**config.mk**
```make
export PLATFORM = sky130hd
export DESIGN_NAME = multdiv_ctrl
export DESIGN_NICKNAME = d
export VERILOG_FILES = /design/src/rtl/multdiv_ctrl.sv
export SDC_FILE = /design/constraint.sdc
export NUM_CORES = 1
export LEC_CHECK = 0
export CORE_UTILIZATION = 46
export CTS_CLUSTER_DIAMETER = 200
export DETAILED_ROUTE_END_ITERATION = 6
export GPL_ROUTABILITY_DRIVEN = 0
export HOLD_SLACK_MARGIN = 0.12
export PLACE_DENSITY = 0.87
export SYNTH_ARGS = -nofsm -noshare
export SYNTH_HDL_FRONTEND = slang
export SYNTH_SLANG_ARGS = --single-unit
```
**constraint.sdc**
```tcl
create_clock -name clock -period 5.1 [get_ports clock]
set_clock_uncertainty 0.15 [all_clocks]
set_input_delay 0.51 -clock clock [delete_from_list [all_inputs] [get_ports clock]]
set_output_delay 0.51 -clock clock [all_outputs]
set_load 0.03 [all_outputs]
```
**src/rtl/multdiv_ctrl.sv**
```systemverilog
// -----------------------------------------------------------------------------
// multdiv_ctrl
//
// Pipeline-side sequencer for a multi-cycle multiply/divide unit. When a mul or
// div reaches Execute, the pipeline is stalled and a one-cycle start pulse goes
// to the multdiv unit. The controller waits for md_ready, or gives up after a
// timeout, and then presents the result for one cycle on wr_reg/wr_data. On an
// exception (overflow, divide-by-zero or timeout) the write goes to rstatus
// (r30) with code 4 (mul) or 5 (div). A flush during START or BUSY abandons the
// operation.
//
// Parameters
//   TIMEOUT_CYCLES  max BUSY cycles before a forced exception (1..63)
//
// Ports
//   clock          rising-edge clock
//   reset          asynchronous, active-low reset
//   ex_is_mult     Execute holds a mul
//   ex_is_div      Execute holds a div
//   ex_rd          destination register of the Execute instruction
//   flush          branch/jump redirect, kills an in-flight operation
//   md_ready       multdiv unit result ready
//   md_result      multdiv unit result
//   md_exception   multdiv unit overflow / divide-by-zero
//   ctrl_MULT      registered one-cycle start pulse for mul
//   ctrl_DIV       registered one-cycle start pulse for div
//   stall          freezes PC and pipeline latches (combinational)
//   result_valid   registered one-cycle qualifier on wr_reg/wr_data
//   wr_reg         destination register of the completed operation
//   wr_data        value to write
//   busy_cycles    BUSY cycles of the current or last operation (saturating)
// -----------------------------------------------------------------------------
module multdiv_ctrl #(
   parameter int unsigned TIMEOUT_CYCLES = 40
) (
   input  logic        clock,
   input  logic        reset,
   input  logic        ex_is_mult,
   input  logic        ex_is_div,
   input  logic [4:0]  ex_rd,
   input  logic        flush,
   input  logic        md_ready,
   input  logic [31:0] md_result,
   input  logic        md_exception,
   output logic        ctrl_MULT,
   output logic        ctrl_DIV,
   output logic        stall,
   output logic        result_valid,
   output logic [4:0]  wr_reg,
   output logic [31:0] wr_data,
   output logic [5:0]  busy_cycles
);

   typedef enum logic [1:0] {StIdle, StStart, StBusy, StDone} state_e;

   localparam logic [5:0] TimeoutLast = 6'(TIMEOUT_CYCLES - 1);
   localparam logic [5:0] BusyMax     = 6'd63;
   localparam logic [4:0] RstatusReg  = 5'd30;

   state_e      state_q, state_d;
   logic        op_mul_q;
   logic [4:0]  rd_q;
   logic [5:0]  busy_q;
   logic        ctrl_mult_q, ctrl_div_q, result_valid_q;
   logic [4:0]  wr_reg_q;
   logic [31:0] wr_data_q;

   logic        issue;
   logic        timeout;
   logic        finish;
   logic        exc_next;

   // Accept only from IDLE; a redirect in the same cycle kills the issue.
   assign issue   = (state_q == StIdle) & (ex_is_mult | ex_is_div) & ~flush;
   assign timeout = (busy_q == TimeoutLast);
   // md_ready has priority over the timeout; flush overrides both.
   assign finish  = (state_q == StBusy) & ~flush & (md_ready | timeout);
   assign exc_next = md_ready ? md_exception : 1'b1;

   // ---------------------------------------------------------------------------
   // State register
   // ---------------------------------------------------------------------------
   always_ff @(posedge clock or negedge reset) begin
      if (!reset) begin
         state_q <= StIdle;
      end else begin
         state_q <= state_d;
      end
   end

   // ---------------------------------------------------------------------------
   // Next-state logic
   // ---------------------------------------------------------------------------
   always_comb begin
      state_d = state_q;
      unique case (state_q)
         StIdle: begin
            if (issue) begin
               state_d = StStart;
            end
         end
         StStart: begin
            state_d = flush ? StIdle : StBusy;
         end
         StBusy: begin
            if (flush) begin
               state_d = StIdle;
            end else if (md_ready || timeout) begin
               state_d = StDone;
            end
         end
         StDone: begin
            // Flush and ex_is_* are ignored here; the result always retires.
            state_d = StIdle;
         end
         default: begin
            state_d = StIdle;
         end
      endcase
   end

   // ---------------------------------------------------------------------------
   // Output logic (combinational stall)
   // ---------------------------------------------------------------------------
   always_comb begin
      stall = 1'b0;
      if (reset) begin
         unique case (state_q)
            StIdle:          stall = issue;
            StStart, StBusy: stall = ~flush;
            default:         stall = 1'b0;
         endcase
      end
   end

   // ---------------------------------------------------------------------------
   // Captured operation, BUSY counter and registered outputs
   // ---------------------------------------------------------------------------
   always_ff @(posedge clock or negedge reset) begin
      if (!reset) begin
         op_mul_q       <= 1'b0;
         rd_q           <= '0;
         busy_q         <= '0;
         ctrl_mult_q    <= 1'b0;
         ctrl_div_q     <= 1'b0;
         result_valid_q <= 1'b0;
         wr_reg_q       <= '0;
         wr_data_q      <= '0;
      end else begin
         ctrl_mult_q    <= issue & ex_is_mult;
         ctrl_div_q     <= issue & ~ex_is_mult;
         result_valid_q <= finish;

         if (issue) begin
            op_mul_q <= ex_is_mult;
            rd_q     <= ex_rd;
            busy_q   <= '0;
         end else if ((state_q == StBusy) && (busy_q != BusyMax)) begin
            busy_q <= busy_q + 6'd1;
         end

         if (finish) begin
            if (exc_next) begin
               wr_reg_q  <= RstatusReg;
               wr_data_q <= op_mul_q ? 32'd4 : 32'd5;
            end else begin
               wr_reg_q  <= rd_q;
               wr_data_q <= md_result;
            end
         end
      end
   end

   assign ctrl_MULT    = ctrl_mult_q;
   assign ctrl_DIV     = ctrl_div_q;
   assign result_valid = result_valid_q;
   assign wr_reg       = wr_reg_q;
   assign wr_data      = wr_data_q;
   assign busy_cycles  = busy_q;

endmodule

```
==> run summary, run 1 <==
status: complete, but fails checks
violated checks: DRC
Sw Share: 36.2%
drt drc: 11
Worst Path Max Fanout: 5
cell row count: 24
Arr. time, crit path: 2.40 ns
PostCTS Resize Cnt: 0
Skew-Pair Late Insertion Delay: 0.30 ns
total gr overflow: 0
synth-to-layout area growth: 45.7%
DR iter-0 viols: 116
slew margin rel.: 25.7%
Leak: 1.39 nW
Detailed Route WL: 5160 um
largest net degree at the start of global routing: 55
H-tree levels: 2
Logic pwr share: 44.0%
Post-Syn Instances: 161
Peak Freq: 327 MHz
CP required: 4.44 ns
Synth async-reset ratio: 100%
diode count: 0
share of layout cells above drive strength 1: 9.16%
Synth Flop Type: dfrtp_1
reported max-cap violation count: 0
CP dominant cell by count: clkdlybuf4s50_1
Setup violations, final: 0
WS Path Type: in2out
WL per Instance: 17.0 um
nature of the critical path startpoint: input port
Cell Area, Synth: 2200 um^2
pwr dens: 518 nW/um^2
final hold violation count: 0
CP Capture Type: primary output
core area: 4470 um^2
syn_area_per_cell: 13.7 um^2
number of synthesized flops with an enable pin: 0
number of synthesized register bits: 54
hold_buf cts: 0
NetSw: 0.601 mW
Ports: 91
clock power share: 17.2%
post-route ant nets: 0
slowest stage delay, CP: 0.73 ns
cell-internal power: 1.06 mW
total clock sinks: 54
full die area: 5060 um^2
RSZ-0062 raised after global routing: false
Post-DP HPWL: 3620 um
first-pass GRT wire length: 8260 um
Worst-path clk slew: 0.10 ns
port bufs: 90
Nets: 300
initial antenna violation count: 1
post-CTS setup buffers: 0
DR vias: 1650
crit path cell chain: clkdlybuf4s50_1 -> o21ai_0 -> nor2b_1 -> nor4b_1 -> clkdlybuf4s50_1
post-layout min period: 3.06 ns
die width: 71.2 um
Final period util: 60.0%
worst-case clock buffer depth: 2
sequential area share after synthesis: 61.4%
die height: 71.2 um
Largest register FFs: 32
setup_tns: 0 ns
pin slew with the least headroom to its limit: 1.11 ns
syn nets: 211
GRT Total Usage: 21.5%
max-slew violations: 0
DP Worst Slack: 2.07 ns
Reg power frac: 38.8%
Peak VDD IR: 0.340 mV
Distinct cells, synth: 34
initial core utilization: 49.2%
CTS Root Buffer Type: clkbuf_8
vias in the first global route: 1600
setup ws final: 2.04 ns
vias per std cell: 5.45
warnings from Yosys: 0
total power: 1.66 mW
Min-Delay Path Class: in2async
CTS Buf Count: 5
critical path's slowest cell: clkdlybuf4s50_1
Pre-antenna DRT Iters: 7
TritonCTS clock tree: yes
==> synth_stat cells (all sizes together), types with 3 or more instances <==
library cell   n  area (um^2)
a21oi          4         23.8
a22o          31          272
buf            9         77.6
dfrtp         54         1350
ha             6         75.1
inv            5         18.8
mux2           7         82.6
nand2          5         18.8
nand3          3         15.0
nor2           7         33.8
nor3           3         15.0
o21ai          3         15.0
o22a           5         43.8
==> path summary, 6_finish.rpt <==
kind,from,slack [ns],to,depth (start not counted)
setup / recovery,ex_is_mult,2.04,stall,5
hold / removal,reset,0.19,busy_cycles[3],2
setup reg to reg,state_q[0],2.56,wr_data[14],6
hold reg to reg,rd_q[0],0.35,wr_reg[0],1
max in group asynchronous,reset,4.16,rd_q[1],2
min in group clock,rd_q[0],0.35,wr_reg[0],1
==> worst max-delay path, delay by kind of cell <==
| kind | cells | cell delay, ns |
|---|---|---|
| AOI/OAI and AO/OA | 1 | 0.19 |
| buffers and inverters | 2 | 1.28 |
| and+or+nand+nor | 2 | 0.42 |
==> logic make-up after synthesis <==
| family | after synthesis | synth area share (%) |
|---|---|---|
| multiplexers | 9 | 4.66 |
| buffers and inverters | 14 | 4.38 |
| AND/OR/NAND/NOR | 28 | 7.51 |
| XOR/XNOR | 1 | 0.398 |
| flip-flops | 54 | 61.4 |
| adder cells (fa/ha/maj) | 6 | 3.41 |
| AO/OA/AOI/OAI | 49 | 18.2 |
==> metrics by stage <==
step	area (um^2)	cells	util, %	hold WS [ns]
2_1_floorplan	2200	161	-	0.0644
3_3_place_gp	3090	295	69.1	0.315
3_5_place_dp	3090	295	69.1	0.325
4_1_cts	3200	303	71.6	0.208
5_1_grt	3200	303	71.6	0.250
6_report	3200	303	71.6	0.193
==> routing by layer <==
layer,track usage [%],part of all wire [%],vias up
met1,28.3,43,809
met2,35.0,47,60
li1,-,-,772
met3,6.41,8.4,7
met5,0,0.25,-
met4,5.33,0.99,2
==> power by group through the flow <==
stage,Combinational (mW),Sequential (mW),Clock [mW]
global placement,0.721,0.643,0
finish,0.731,0.645,0.286
CTS,0.738,0.645,0.294
floorplan,0.223,0.854,0
detailed placement,0.732,0.653,0
global route,0.775,0.660,0.309
==> cell type report <==
| type | count | area, um^2 |
|---|---|---|
| inverters | 5 | 18.8 |
| clock inverters | 3 | 45.0 |
| clock buffers | 5 | 68.8 |
| multi-input cells | 93 | 752 |
| flip-flops and latches | 54 | 1350 |
| repair buffers | 91 | 903 |
| well taps | 52 | 65.1 |
| fillers | 316 | 1270 |
==> cells in the final DEF (no fill, tap or decap), drive strengths merged, types with 4 or more instances in the layout <==
cell type / n
a22o: 31
mux2: 7
a21oi: 4
nor2: 7
dfrtp: 54
clkdlybuf4s50: 89
clkbuf: 5
inv: 5
nand2: 5
o22a: 5
ha: 6
Power figures use the tool's default switching activity.
==> inputs of run 2 (changes only) <==
Settings changed: CORE_UTILIZATION 46 to 42, PLACE_DENSITY 0.87 to 0.81.
Clock period 5.1 ns to 3 ns, I/O delays scaled along.
==> run 2 against run 1 <==
Compared with the run above:
- the run now ends clean
- clock power increased by 63%
- flip-flop and latch count is the same
- largest power group unchanged
- core utilization decreased by 5.2 points
- final area rose by 1.1%
- power rose by 69%
==> run summary, run 2 (synthesized netlist as in run 1, its figures left out) <==
CTS Root Buffer Type: clkbuf_8 (unchanged)
Peak Freq: 358 MHz
die height: 74.4 um (was 71.2 um)
RSZ-0062 raised after global routing: false (unchanged)
hold path cells: 1
hold_sp: rd_q[3]
pwr dens: 865 nW/um^2 (was 518 nW/um^2)
initial core utilization: 45.1% (was 49.2%)
core area: 4880 um^2 (was 4470 um^2)
Leak: 1.41 nW (was 1.39 nW)
Sw Share: 35.5% (was 36.2%)
TritonCTS clock tree: yes (unchanged)
PostCTS Resize Cnt: 0 (unchanged)
initial antenna violation count: 0 (was 1)
vias in the first global route: 1634 (was 1600)
Logic pwr share: 44.4% (was 44.0%)
Arr. time, crit path: 2.34 ns (was 2.40 ns)
Peak VDD IR: 0.455 mV (was 0.340 mV)
status: complete, no violations (was complete, but fails checks)
WL per Instance: 14.9 um (was 17.0 um)
reg2reg path depth: 6 (unchanged)
Post-Layout Cell Count: 321 (was 303)
GRT Total Usage: 18.2% (was 21.5%)
Critical Path Source: state_q[1] (was ex_is_mult)
Worst-path clk slew: 0.09 ns (was 0.10 ns)
Setup violations, final: 0 (unchanged)
routing usage on met2: 28.5% (was 35.0%)
Final period util: 93.1%
most frequent cells in the layout: clkdlybuf4s50_1, dfrtp_1, a22o_1 (unchanged)
R2R setup slack: 0.78 ns (was 2.56 ns)
post-layout min period: 2.79 ns
post-CTS setup buffers: 0 (unchanged)
most common cell after layout, fill and taps aside: clkdlybuf4s50_1 (unchanged)
H-tree levels: 2 (unchanged)
Min-Delay Path Class: reg2reg (was in2async)
Pre-antenna DRT Iters: 4 (was 7)
vias per std cell: 5.13 (was 5.45)
Worst Path Max Fanout: 4 (was 5)
full die area: 5530 um^2 (was 5060 um^2)
Post-DP HPWL: 3390 um (was 3620 um)
hold_buf cts: 1 (was 0)
diode count: 0 (unchanged)
Largest register FFs: 32 (unchanged)
reported max-cap violation count: 0 (unchanged)
Reg power frac: 39.0% (was 38.8%)
CTS Buf Count: 5 (unchanged)
die width: 74.4 um (was 71.2 um)
DR iter-0 viols: 36 (was 116)
post-route ant nets: 0 (unchanged)
max-slew violations: 0 (unchanged)
first-pass GRT wire length: 7650 um (was 8260 um)
port bufs: 90 (unchanged)
total clock sinks: 54 (unchanged)
WS Path Type: reg2out (was in2out)
drt drc: 0 (was 11)
Skew-Pair Late Insertion Delay: 0.29 ns (was 0.30 ns)
final hold violation count: 0 (unchanged)
Min-Delay Endpoint: wr_reg[3]
CP required: 2.55 ns (was 4.44 ns)
Nets: 303 (was 300)
cell row count: 25 (was 24)
total gr overflow: 0 (unchanged)
r2r endpoint: rd_q[0] (was wr_data[14])
busiest grt layer: met2 (unchanged)
CP Capture Type: primary output (unchanged)
met1 usage: 25.2% (was 28.3%)
Ports: 91 (unchanged)
NetSw: 0.995 mW (was 0.601 mW)
slew margin rel.: 56.3% (was 25.7%)
nature of the critical path startpoint: flop (was input port)
share of layout cells above drive strength 1: 9.06% (was 9.16%)
DR vias: 1646 (was 1650)
Critical R2R Launch: state_q[1] (was state_q[0])
cell-internal power: 1.81 mW (was 1.06 mW)
setup_tns: 0 ns (unchanged)
met3 usage: 3.66% (was 6.41%)
worst-case clock buffer depth: 2 (unchanged)
dpl cells: 312 (was 295)
pin slew with the least headroom to its limit: 0.656 ns (was 1.11 ns)
largest net degree at the start of global routing: 55 (unchanged)
synth-to-layout area growth: 47.3% (was 45.7%)
clock power share: 16.6% (was 17.2%)
Detailed Route WL: 4770 um (was 5160 um)
-- run 2: cell types whose count changed in the layout (fill, tap and decap cells not counted) --
cell | before | now
dlygate4sd3_1 | 0 | 1
clkbuf_1 | 0 | 2
clkinvlp_4 | 2 | 0
buf_4 | 1 | 3
-- run 2: cell type report --
| type | count | area [um^2] |
|---|---|---|
| timing repair buffer | 94 | 928 |
| sequential | 54 | 1350 |
| tap | 67 | 83.8 |
| clock inverter | 1 | 30.0 |
| inverter | 5 | 18.8 |
| clock buffer | 7 | 76.3 |
| fill | 375 | 1640 |
| multi-input combinational | 93 | 752 |
-- run 2: through the flow --
step / worst slack (ns) / util (%) / power, mW / area [um^2] / hold WS (ns)
5_1_grt: 0.0556 / 66.4 / 2.95 / 3240 / 0.369
3_5_place_dp: 0.425 / 64.0 / 2.35 / 3120 / 0.326
4_1_cts: 0.213 / 66.4 / 2.83 / 3240 / 0.351
6_report: 0.206 / 66.4 / 2.80 / 3240 / 0.344
3_3_place_gp: 0.453 / 64.0 / 2.33 / 3120 / 0.319
2_1_floorplan: 0.601 / - / 1.83 / 2200 / -0.146
-- run 2: how the worst max path moves through the flow --
stage,end,slack (ns),cells past startpoint
after global routing,stall,0.06,6
after floorplan,stall,0.60,5
after detailed placement,stall,0.43,5
after global placement,stall,0.45,5
final,stall,0.21,6
after CTS,stall,0.21,6
-- run 2: critical path, stage by stage, from the launching register on --
cell and delay (ns):
dfrtp_1 0.42, inv_1 0.14, ha_1 0.19, o21ai_0 0.15, nor2b_1 0.17, nor4b_1 0.26
clkdlybuf4s50_1 0.73
-- run 2: power groups by stage --
stage | clock (mW) | combinational [mW] | sequential, mW
final | 0.466 | 1.25 | 1.09
after detailed placement | 0 | 1.25 | 1.11
after floorplan | 0 | 0.378 | 1.45
after CTS | 0.482 | 1.26 | 1.09
after global placement | 0 | 1.23 | 1.10
after global routing | 0.507 | 1.32 | 1.12
-- run 2: routing by layer --
metal	vias to the layer above	part of all wire (%)
met1	802	46
li1	777	-
met4	0	0.71
met3	4	7.0
met2	63	46
met5	-	0
==> edit 1: new RTL, flow settings as in run 2 <==
Add an input register stage for `ex_is_div`; this delays it by one clock. The other inputs are not delayed to match.
--- a/src/rtl/multdiv_ctrl.sv
+++ b/src/rtl/multdiv_ctrl.sv
@@ -59,2 +59,8 @@
 
+   logic ex_is_div_q;
+
+   always_ff @(posedge clock) begin
+      ex_is_div_q <= ex_is_div;
+   end
+
    state_e      state_q, state_d;
@@ -73,3 +79,3 @@
    // Accept only from IDLE; a redirect in the same cycle kills the issue.
-   assign issue   = (state_q == StIdle) & (ex_is_mult | ex_is_div) & ~flush;
+   assign issue   = (state_q == StIdle) & (ex_is_mult | ex_is_div_q) & ~flush;
    assign timeout = (busy_q == TimeoutLast);
Function: changed (a bounded check fails within 4 cycles, from zero or initial values and one cycle with reset low).
==> edit 1 against run 2 <==
  * Worst setup slack better by 0.045 ns
  * Sequential cell count increased by 1
  * Synthesized area is 0.74% higher
  * Combinational power is 18% higher
  * Clock power is 17% lower
  * Total power up 7.8%
  * Sequential power is 7% higher
  * Wire length up 1.9%
  * Final area about the same
  * Critical path depth did not move
==> edit 1: results (changes against run 2) <==
worst vdd ir 0.4868 mV (was 0.4552 mV); Clock transition at path regs 0.09 ns (about the same); Fillers 427 (was 375); met1 global-route usage 23.12% (was 25.22%); syn_nets 210 (was 211); post-DP HPWL 3.434 mm (was 3.392 mm); Least-Margin Pin Slew 0.6699 ns (was 0.6562 ns); Compound-Gate Fraction of Synth Area 18.46% (was 18.20%); Synth top cells by count 54 x dfrtp_1, 31 x a22o_1, 7 x nor2_1 (was 54 x dfrtp_1, 31 x a22o_1, 6 x ha_1, 6 x mux2_2, 6 x nor2_1); met2 Usage GRT 29.03% (was 28.53%); dpl cells 314 (was 312); Post-Layout Cell Count 323 (was 321); ys async rst share 98.18% (was 100.0%); number of flip-flops under the largest register name 32 (unchanged); TritonCTS Buffers 5 (unchanged); met3 usage 4.819% (was 3.659%); Final #Nets 302 (was 303); sequential fraction of the synthesis area 61.89% (was 61.43%); Post-Place Worst Slack 0.4320 ns (was 0.4253 ns); Synth area leaders dfrtp_1 61%, a22o_1 12%, ha_1 3.4%, mux2_2 3.0%, buf_6 2.0% (was dfrtp_1 61%, a22o_1 12%, ha_1 3.4%, mux2_2 3.1%, buf_6 2.0%); Max clock buf depth 2 (unchanged); Hold-fix buffers, CTS 1 (unchanged); dpl cell area 3146 um2 (was 3124 um2); total gr overflow 0 (unchanged); mux contribution to synthesized area 4.630% (was 4.664%); post-synthesis adder-cell area fraction 3.388% (was 3.413%); CP max stage delay 0.72 ns; Hold Path Class in2reg (was reg2reg); Routed wire per std cell 15.05 um (was 14.87 um); first-pass GRT wire length 7.403 mm (was 7.645 mm); Top Family by Delay on Critical Path buffers and inverters (unchanged); status complete, no violations (unchanged); post-synthesis xor/xnor area fraction 0.3953% (was 0.3982%); Total Routing Usage GR 17.74% (was 18.23%); H-tree depth 2 (unchanged); Clock Latency Late Sink 0.30 ns; Setup violations, final 0 (unchanged); drt pass-1 iters 4 (unchanged); share of layout cells above drive strength 1 8.696% (was 9.055%); Root Driver clkbuf_8 (unchanged); DR vias/cell 5.037 (was 5.128); post-CTS sizing 0 (unchanged); Post-CTS Setup Inserts 0 (unchanged); Critical Path AT 2.30 ns (was 2.34 ns); Pleak 1.406 nW (was 1.410 nW); antenna diode count 0 (unchanged); Iter 0 DRT Violations 66 (was 36); Synth Area per Inst 13.85 um2 (was 13.66 um2)
-- edit 1: cell type report --
| type | instances | area [um2] | area share, % |
|---|---|---|---|
| Sequential cell | 55 | 1371 | 42.33 |
| Timing Repair Buffer | 94 | 928.4 | 28.66 |
| Multi-Input combinational cell | 92 | 750.7 | 23.17 |
| Tap cell | 70 | 87.58 | 2.704 |
| Clock buffer | 7 | 76.32 | 2.356 |
| Inverter | 4 | 17.52 | 0.5407 |
| Clock inverter | 1 | 7.507 | 0.2317 |
-- edit 1: layer usage --
metal | vias up | routed length [um]
li1 | 776 | -
met1 | 782 | 2253
met2 | 62 | 2262
met5 | - | 0
met4 | 0 | 71
met3 | 7 | 273
-- edit 1: power breakdown --
part,internal (mW),switching [mW]
combinational,0.705,0.763
sequential,1.01,0.150
clock,0.166,0.222
-- edit 1: cells by family after synthesis --
group | count (synthesis)
flops | 55
compound gates | 50
simple gates | 26
buf+inv | 13
mux | 9
fa+ha+maj | 6
xor+xnor | 1
-- edit 1: path summary, 6_finish.rpt --
kind | startpoint | to | slack (ns) | cells after the start
worst max-delay path | state_q[0] | stall | 0.25 | 6
worst min-delay path | ex_is_div | ex_is_div_q | 0.29 | 1
worst max register to register | state_q[0] | wr_data[0] | 0.91 | 6
worst min register to register | rd_q[2] | wr_reg[2] | 0.34 | 1
max in group asynchronous | reset | wr_data[22] | 1.69 | 3
min in group asynchronous | reset | wr_data[13] | 0.58 | 3
==> edit 2: new RTL, flow settings as in run 2 <==
Without the edit above. Set the localparam `BusyMax` to 6'd31 (it was 6'd63).
--- a/src/rtl/multdiv_ctrl.sv
+++ b/src/rtl/multdiv_ctrl.sv
@@ -56,3 +56,3 @@
    localparam logic [5:0] TimeoutLast = 6'(TIMEOUT_CYCLES - 1);
-   localparam logic [5:0] BusyMax     = 6'd63;
+   localparam logic [5:0] BusyMax     = 6'd31;
    localparam logic [4:0] RstatusReg  = 5'd30;
Function: no difference found for any inputs over 10 cycles, from zero or initial values and one cycle with reset low; that may be too few to reach the edited logic, so the function may still have changed.
==> edit 2 against run 2 <==
  * Via count is 0.61% lower
  * Synthesized area is 0.28% lower
  * Synthesized cell count is 0.62% lower
  * Wire length is 6.5% higher
  * Worst setup slack better by 0.13 ns
  * Sequential cell count stayed put
  * Total power is 11% higher
  * Final area is 0.77% higher
==> edit 2: results (changes against run 2) <==
status complete, no violations (unchanged); number of flip-flops under the largest register name 32 (unchanged); Synth area leaders dfrtp_1 62%, a22o_1 12%, ha_1 3.4%, buf_8 2.1%, o22a_1 2.0% (was dfrtp_1 61%, a22o_1 12%, ha_1 3.4%, mux2_2 3.1%, buf_6 2.0%); Top Family by Delay on Critical Path buffers and inverters (unchanged); via count 1636 (was 1646); CP max stage cell clkdlybuf4s50_1 (unchanged); Synth top cells by count 54 x dfrtp_1, 31 x a22o_1, 10 x nor2_1 (was 54 x dfrtp_1, 31 x a22o_1, 6 x ha_1, 6 x mux2_2, 6 x nor2_1); Most used DFF post-synth dfrtp_1 (unchanged); Final #Nets 304 (was 303); Critical Path AT 2.22 ns (was 2.34 ns); Hold-fix buffers, CTS 1 (unchanged); worst vdd ir 0.4332 mV (was 0.4552 mV); TritonCTS Buffers 5 (unchanged); Total Routing Usage GR 19.17% (was 18.23%); CP max stage delay 0.72 ns; Routed wire per std cell 15.79 um (was 14.87 um); Clock transition at path regs 0.10 ns; share of layout cells above drive strength 1 8.627% (was 9.055%); reg-to-reg slack, setup 0.81 ns (was 0.78 ns); Post-Place Worst Slack 0.5106 ns (was 0.4253 ns); dpl cell area 3142 um2 (was 3124 um2); Iter 0 DRT Violations 72 (was 36); syn_nets 210 (was 211); Max-cap violations 0 (unchanged); PortBufs 90 (unchanged); Critical Path End Type primary output (unchanged); post-DP HPWL 3.679 mm (was 3.392 mm); max_slew headroom 55.45% (was 56.26%); Final WS setup 0.3330 ns (was 0.2063 ns); first-pass GRT wire length 7.948 mm (was 7.645 mm); Pleak 1.435 nW (was 1.410 nW); sequential fraction of the synthesis area 61.61% (was 61.43%); post-CTS sizing 0 (unchanged)
[edit 2: per-stage QoR]
step / hold WS [ns] / utilization, % / power [mW] / instances
after floorplan: -0.1456 / - / 2.013 / 160
after global placement: 0.3118 / 64.38 / 2.602 / 313
after detailed placement: 0.3222 / 64.38 / 2.644 / 313
after CTS: 0.3485 / 66.92 / 3.138 / 322
after global routing: 0.3633 / 66.92 / 3.279 / 322
final: 0.3427 / 66.92 / 3.106 / 322
[edit 2: layout make-up]
class | count | area, um2
Tap cell | 67 | 83.83
Sequential cell | 54 | 1351
Clock buffer | 5 | 68.82
Multi-Input combinational cell | 94 | 744.5
Timing Repair Buffer | 96 | 955.9
Fill cell | 397 | 1614
Inverter | 3 | 16.27
Clock inverter | 3 | 45.04
[edit 2: worst reg2reg max path, cell delays in order (launching register included)]
cell	delay, ns
dfrtp_1	0.43
inv_1	0.12
ha_1	0.29
nor2b_2	0.27
and2_1	0.49
buf_12	0.23
a22o_1	0.16
[edit 2: worst paths after layout]
kind                            start           to  cells after the start
setup / recovery           state_q[1]        stall                      6
setup reg to reg           state_q[0]  wr_data[21]                      6
hold / removal                rd_q[3]    wr_reg[3]                      1
max in group asynchronous       reset  wr_data[11]                      3
min in group asynchronous       reset  wr_data[15]                      3
hold reg to reg               rd_q[3]    wr_reg[3]                      1
[edit 2: per-layer routing]
| layer | GRT usage (%) | vias to the layer above | routed length [um] |
|---|---|---|---|
| met5 | 0 | - | 0 |
| met4 | 5.031 | 0 | 19 |
| met3 | 4.472 | 2 | 323 |
| met2 | 30.61 | 63 | 2474 |
| met1 | 26.55 | 797 | 2268 |
| li1 | - | 774 | - |
[edit 2: power breakdown]
group          internal [mW]  switching [mW]  leakage (nW)
Clock                  0.248           0.234        0.0504
Combinational          0.701           0.767         0.677
Sequential              1.00           0.155         0.708
Total                   1.95            1.16          1.43
[edit 2: logic make-up (layout without fill, tap and decap cells)]
family / count (synthesis) / after routing / share of synthesized area (%)
adders and majority gates: 6 / 6 / 3.423
muxes: 11 / 11 / 5.590
AOI/OAI and AO/OA: 47 / 47 / 17.40
and+or+nand+nor: 29 / 29 / 7.131
buffers and inverters: 12 / 107 / 4.449
DFF: 54 / 54 / 61.61
xor gates and xnor gates: 1 / 1 / 0.3994
